===== src/rtl/muldiv_sequencer.sv =====
// Multi-cycle multiply/divide unit holding the architectural HI/LO registers.
// A radix-2 shift-add / restoring-divide engine runs for WIDTH cycles, then one sign-fix cycle.
module muldiv_sequencer #(
  parameter int unsigned WIDTH = 32
) (
  input  logic             clk,
  input  logic             rst,
  input  logic             start,
  input  logic [1:0]       op,
  input  logic [WIDTH-1:0] a,
  input  logic [WIDTH-1:0] b,
  input  logic             flush,
  input  logic             wr_hi,
  input  logic             wr_lo,
  input  logic [WIDTH-1:0] wr_data,
  output logic             busy,
  output logic             done,
  output logic             div_by_zero,
  output logic [WIDTH-1:0] hi,
  output logic [WIDTH-1:0] lo
);

  localparam int unsigned CntW = $clog2(WIDTH);
  localparam logic [CntW-1:0] CntMax = CntW'(WIDTH - 1);

  typedef enum logic [1:0] {StIdle, StCalc, StFix, StDone} state_e;

  state_e            state_q, state_d;
  logic [CntW-1:0]   cnt_q, cnt_d;
  logic              is_div_q, is_div_d;
  logic              qneg_q, qneg_d;
  logic              rneg_q, rneg_d;
  logic              dbz_q, dbz_d;
  logic [WIDTH-1:0]  a_q, a_d;
  logic [WIDTH-1:0]  opnd_q, opnd_d;
  logic [WIDTH-1:0]  upper_q, upper_d;
  logic [WIDTH-1:0]  lower_q, lower_d;
  logic [WIDTH-1:0]  hi_q, hi_d;
  logic [WIDTH-1:0]  lo_q, lo_d;

  logic              sgn;
  logic [WIDTH-1:0]  mag_a, mag_b;
  logic [WIDTH:0]    mul_sum;
  logic [WIDTH:0]    div_shift;
  logic [WIDTH-1:0]  div_diff;
  logic              div_ge;
  logic [2*WIDTH-1:0] prod;
  logic              take;

  assign sgn   = ~op[0];
  assign mag_a = (sgn && a[WIDTH-1]) ? -a : a;
  assign mag_b = (sgn && b[WIDTH-1]) ? -b : b;

  // Multiply: accumulate into the upper half, shift the multiplier out of the lower half.
  assign mul_sum = {1'b0, upper_q} + (lower_q[0] ? {1'b0, opnd_q} : '0);

  // Divide: remainder in the upper half, dividend shifts out / quotient shifts in below.
  assign div_shift = {upper_q, lower_q[WIDTH-1]};
  assign div_ge    = div_shift >= {1'b0, opnd_q};
  assign div_diff  = div_shift[WIDTH-1:0] - opnd_q;

  assign prod = {upper_q, lower_q};
  assign take = start && !flush && (state_q == StIdle || state_q == StDone);

  always_comb begin
    state_d  = state_q;
    cnt_d    = cnt_q;
    is_div_d = is_div_q;
    qneg_d   = qneg_q;
    rneg_d   = rneg_q;
    dbz_d    = dbz_q;
    a_d      = a_q;
    opnd_d   = opnd_q;
    upper_d  = upper_q;
    lower_d  = lower_q;
    hi_d     = hi_q;
    lo_d     = lo_q;
    unique case (state_q)
      StIdle, StDone: begin
        state_d = StIdle;
        if (take) begin
          state_d  = StCalc;
          cnt_d    = '0;
          is_div_d = op[1];
          qneg_d   = sgn && (a[WIDTH-1] ^ b[WIDTH-1]);
          rneg_d   = sgn && a[WIDTH-1];
          dbz_d    = op[1] && (b == '0);
          a_d      = a;
          upper_d  = '0;
          opnd_d   = op[1] ? mag_b : mag_a;
          lower_d  = op[1] ? mag_a : mag_b;
        end else begin
          if (wr_hi) hi_d = wr_data;
          if (wr_lo) lo_d = wr_data;
        end
      end
      StCalc: begin
        if (flush) begin
          state_d = StIdle;
        end else begin
          if (is_div_q) begin
            upper_d = div_ge ? div_diff : div_shift[WIDTH-1:0];
            lower_d = {lower_q[WIDTH-2:0], div_ge};
          end else begin
            upper_d = mul_sum[WIDTH:1];
            lower_d = {mul_sum[0], lower_q[WIDTH-1:1]};
          end
          if (cnt_q == CntMax) state_d = StFix;
          else                 cnt_d   = cnt_q + CntW'(1);
        end
      end
      StFix: begin
        if (flush) begin
          state_d = StIdle;
        end else begin
          state_d = StDone;
          if (!is_div_q) begin
            {hi_d, lo_d} = qneg_q ? -prod : prod;
          end else if (dbz_q) begin
            hi_d = a_q;
            lo_d = '1;
          end else begin
            lo_d = qneg_q ? -lower_q : lower_q;
            hi_d = rneg_q ? -upper_q : upper_q;
          end
        end
      end
      default: state_d = StIdle;
    endcase
  end

  always_ff @(posedge clk or posedge rst) begin
    if (rst) begin
      state_q  <= StIdle;
      cnt_q    <= '0;
      is_div_q <= 1'b0;
      qneg_q   <= 1'b0;
      rneg_q   <= 1'b0;
      dbz_q    <= 1'b0;
      a_q      <= '0;
      opnd_q   <= '0;
      upper_q  <= '0;
      lower_q  <= '0;
      hi_q     <= '0;
      lo_q     <= '0;
    end else begin
      state_q  <= state_d;
      cnt_q    <= cnt_d;
      is_div_q <= is_div_d;
      qneg_q   <= qneg_d;
      rneg_q   <= rneg_d;
      dbz_q    <= dbz_d;
      a_q      <= a_d;
      opnd_q   <= opnd_d;
      upper_q  <= upper_d;
      lower_q  <= lower_d;
      hi_q     <= hi_d;
      lo_q     <= lo_d;
    end
  end

  assign busy        = (state_q == StCalc) || (state_q == StFix);
  assign done        = (state_q == StDone);
  assign div_by_zero = (state_q == StDone) && dbz_q;
  assign hi          = hi_q;
  assign lo          = lo_q;

endmodule


===== config.mk =====
export PLATFORM = sky130hd
export DESIGN_NAME = muldiv_sequencer
export DESIGN_NICKNAME = d
export VERILOG_FILES = /design/src/rtl/muldiv_sequencer.sv
export SDC_FILE = /design/constraint.sdc
export NUM_CORES = 1
export LEC_CHECK = 0
export BUFFER_PORTS_ARGS = -buffer_cell sky130_fd_sc_hd__buf_2
export CAP_MARGIN = 20
export CORE_MARGIN = 5
export CORE_UTILIZATION = 45
export DETAILED_ROUTE_END_ITERATION = 10
export GPL_TIMING_DRIVEN = 0
export PLACE_DENSITY = 0.66
export SYNTH_ARGS = -nofsm -noshare
export SYNTH_HDL_FRONTEND = slang
export SYNTH_SLANG_ARGS = --single-unit

===== constraint.sdc =====
create_clock -name clk -period 5.7 [get_ports clk]
set_input_delay 0 -clock clk [delete_from_list [all_inputs] [get_ports clk]]
set_output_delay 0 -clock clk [all_outputs]
set_load 0.01 [all_outputs]

## Yosys cells after proc, flatten, opt, wreduce, memory -nomap -nowiden

Cells that the tools add are included.

- $add $sub $neg: 8
- $lt $le $gt $ge: 1
- Equality and inequality tests: 12
- Mux-type cells: 38
- Bitwise operators: 2
- Reduce and logical (&&, ||, !) cells: 20

Operators by type and width:

| cell | count |
|---|---|
| $mux 32 | 24 |
| $pmux 32 s2 | 4 |
| $neg 32->32 | 4 |
| $mux 64 | 1 |
| $neg 64->64 | 1 |
| $add 32x32->33 | 1 |
| $ge 33x32->1 | 1 |
| $logic_not 32->1 | 1 |
| $sub 32x32->32 | 1 |
| $mux 5 | 3 |
| $ne 2x2->1 const B | 7 |
| $reduce_and 4->1 | 3 |
| $pmux 5 s2 | 1 |
| $logic_and 1x1->1 | 7 |
| $mux 2 | 3 |
| $pmux 2 s3 | 1 |
| $add 5x1->5 const B | 1 |
| $eq 5x5->1 const B | 1 |
| $eq 2x2->1 const B | 2 |
| $reduce_bool 2->1 | 2 |
| $ne 3x3->1 const B | 1 |
| $reduce_and 3->1 | 1 |
| $eq 2x1->1 const B | 1 |
| $logic_not 2->1 | 1 |
| other kinds (7) | 8 |

- Flip-flop bits (word level): 203
- Input port bits: 104
- Output and inout port bits: 67
- Logic and storage cells: 93

## Logic depth before layout (Yosys ltp)

- Depth after elaboration: 6
- Gate-level depth with buffers: 14
- Mapped depth without buffers: 13

## Worst setup path after synthesis

Ideal clock, no wire load.

- Path type: register to register
- Start point: register upper_q[5]
- End point: register upper_q[26]
- Setup time: 0.143 ns
- Arrival: 3.016 ns
- Required time: 5.557 ns
- Path slack: 2.541 ns
- Stages on the path, launching flop included: 13
- Buffers on the path: 2
- Clock period less this slack: 3.159 ns
- Cell sequence: dfrtp_1 ha_1 a211oi_1 o21bai_1 a221o_1 o2111ai_1 nand3_1 a21oi_1 buf_2 buf_2 nor2_1 a222oi_1 o211ai_1

- Cells in the longest elaborated chain, start to end: 5
- Elaborated cells between the ends (all ways): 7
- Those cells by class: add/sub: 2; order compare: 1; mux: 4

Ends and longest elaborated chain:

| element | line | source |
|---|---|---|
| start, declared | 36 | `logic [WIDTH-1:0] upper_q, upper_d;` |
| start signal, assigned | 155 | `upper_q <= upper_d;` |
| $sub 32x32->32 or $ge 33x32->1 (tied branches) | 60, 59 |  |
| $mux 32 | 102 | `upper_d = div_ge ? div_diff : div_shift[WIDTH-1:0];` |
| $mux 32 (*) | 101 | `if (is_div_q) begin` |
| $mux 32 (*) | 98 | `if (flush) begin` |
| $pmux 32 s2 (*) | 78 | `unique case (state_q)` |

Mark *: on every way between the ends. The rest lies on a longest branch, timed or not. The select of a mux whose other input is x is not followed.
A chain may end at the register's enable or synchronous reset.

## Worst setup path after layout

- Start point: register lower_q[0]
- End point: register upper_q[27]

- Cells in the longest elaborated chain, start to end: 5

Ends and longest elaborated chain:

| element | line | source |
|---|---|---|
| start, declared | 37 | `logic [WIDTH-1:0] lower_q, lower_d;` |
| start signal, assigned | 156 | `lower_q <= lower_d;` |
| $mux 32 | 55 | `assign mul_sum = {1'b0, upper_q} + (lower_q[0] ? {1'b0, opnd_q} : '0);` |
| $add 32x32->33 | 55 |  |
| $mux 32 | 101 |  |
| $mux 32 | 98 |  |
| $pmux 32 s2 | 78 |  |

Every way passes these cells. The select of a mux whose other input is x is not followed.

==> metrics <==
outcome=finished clean; CP endpoint kind=flop; Max-cap violations=0; post-route clock period utilization=80.0%; core area=between 30000 and 40000 sq um; post-synthesis cell area=about 17000 sq um; Setup Skew=29.0 ps; Worst R2R Setup Slack=1140 ps; synth cell count leaders=o21ai_0, nor2_1, a21oi_1; most numerous cell in the Yosys netlist=o21ai_0; FP Rows=71; Post-CTS Resized=0; CTS tree=done; CP Data Required Time=roughly 6200 ps; pre-CTS WS=1210 ps; Worst setup SP type=flop; final core occ=54.5%; Slew HR=30.2%; gpl congestion=1.04; Sink Count=203; Die Y=approximately 210 um; post-synthesis sequential area ratio=29.5%; gr ovfl total=0; synth top area cells=dfrtp_1, o21ai_0, a21oi_1, ha_1, nor2_1; vias in the first global route=17787; H-tree Lvls=1; Vias=18839; first-pass GRT wire length=between 100000 and 150000 um; largest net degree at the start of global routing=approximately 110; cell taking the most area after synthesis=dfrtp_1; DR DRC count=0; setup bufs post-CTS=0; Antenna diodes=0; Final Hold Slack=around 8.1 ps; remaining antenna violation count after routing=0; Cell Pwr Density=376 nW/um^2; crit path DAT=5070 ps; Iter 0 DRT Violations=roughly 2100; FFs w/ async S/R, synth=100%; fin crit period=4560 ps; syn avg cell area=between 7 and 8 sq um; YS warnings=0; clock insertion delay at the later pin of the skew report=580 ps; maximum clock frequency=about 0.22 GHz; starting density of the core=45.7%; final worst slack=1140 ps; clock slew seen by the registers of the worst setup and hold paths=around 60 ps; Synth Register Bits=about 200; Final setup viols=0; die area=42300 sq um; max-slew violation count=0; slew at the pin with the worst max-slew slack=1050 ps; Hold Path Class=in -> reg; EDFF count, synth=0; RSZ-0062 raised after global routing=no; DRT Pass-1 Iters=7; top_reg_cell synth=dfrtp_1; Tot Pwr=7.73 mW; total track usage=35.4%; Post-Syn Instances=2194; WL final=roughly 77000 um; final hold viol count=0; Detail Placement HPWL=60300 um; Static Leakage=~9 nW; TritonCTS Buffers=25; synth unique cells=81; CP max FO=10; critical path type=reg -> reg; Via density=6.24; IO Port Bufs=around 170; Die X=206 um; Routed WL per cell=25.4 um; CTS max path bufs=3; peak supply drop=about 0.00023 V; I/O Pins=171; initial antenna violation count=1; fraction of layout instances using a drive strength above 1=12.7%; clock root cell=clkbuf_16; Synth top area share=between 20% and 30%; syn nets=~2400; Nets=2666; Layout area overhead=19.4%
## state kept, by name, indices dropped and copies added, names as in the netlist
register,cells
upper_q,32
is_div_q,1
hi,32
rneg_q,1
opnd_q,32
state_q,2
lower_q,32
qneg_q,1
lo,32
dbz_q,1
a_q,32
cnt_q,5
## cell type report
type	instances	area (sq um)
fillers	3633	17200
multi-input cells	1772	11300
flip-flops and latches	203	5080
repair buffers	266	1830
clock buffers	31	678
well taps	511	639
plain buffers	144	559
inverters	75	289
clock inverters	15	188
## cells by family (layout without fill, tap and decap cells)
family | after synthesis | count (layout) | share of synthesized area [%]
AND/OR/NAND/NOR | 691 | 691 | 19.1
flip-flops | 203 | 203 | 29.5
XOR/XNOR | 171 | 171 | 8.69
buffers and inverters | 219 | 531 | 4.88
multiplexers | 106 | 106 | 6.61
AO/OA/AOI/OAI | 729 | 729 | 25.8
adder cells (fa/ha/maj) | 75 | 75 | 5.53
## final timing paths
| check | from | endpoint | cells past startpoint |
|---|---|---|---|
| min in group asynchronous | rst | lo[22] | 3 |
| setup / recovery | lower_q[0] | upper_q[27] | 13 |
| hold / removal | b[19] | opnd_q[19] | 4 |
| max in group asynchronous | rst | opnd_q[25] | 4 |
| hold reg to reg | lo[19] | lo[19] | 2 |
| setup reg to reg | lower_q[0] | upper_q[27] | 13 |
## power by group
group	internal, mW	switching [mW]
Combinational	1.44	2.34
Sequential	1.75	0.490
Clock	0.993	0.723
Total	4.18	3.55
## what timing repair did
| item | in CTS | in global routing |
|---|---|---|
| hold endpoints to repair | 222 | 0 |
| endpoints found under the setup margin | 0 | 0 |
| hold buffers | 96 | 0 |
## through the flow
step	TNS (ps)	area (sq um)	instances
after detailed placement	0	18800	2875
after global placement	-485760	18700	2874
after CTS	0	20600	3017
after global routing	0	20600	3017
final	0	20600	3017
after floorplan	0	17200	2194
## metal layers
layer / part of all wire (%) / wire [um] / GRT usage, % / vias to the layer above
met5: 0.017 / 13 / 0 / -
met4: 4.4 / 3340 / 12.0 / 2
met3: 9.9 / 7590 / 7.94 / 194
met2: 43 / 33200 / 54.5 / 1048
met1: 42 / 32400 / 49.3 / 9077
li1: - / - / - / 8518
## worst max-delay path, cell delays in order (launching register included)
cell and delay (ps):
dfrtp_1 500, inv_1 330, clkbuf_1 460, nor2_1 100, ha_1 290, clkbuf_1 270
and3_1 350, nand3_1 140, a211oi_1 480, nor2_1 280, o21ai_0 540, a311oi_1 180
nor4_1 390, or3_1 190
## cell usage in the layout, fill, tap and decap left out, types with 77 or more instances in the layout
master	instances
a21oi_1	209
buf_2	178
o21ai_0	226
nand2_1	201
xor2_1	77
dlygate4sd3_1	96
clkbuf_1	122
xnor2_1	94
nor2_1	221
dfrtp_1	203
(Power assumes the default switching activity.)
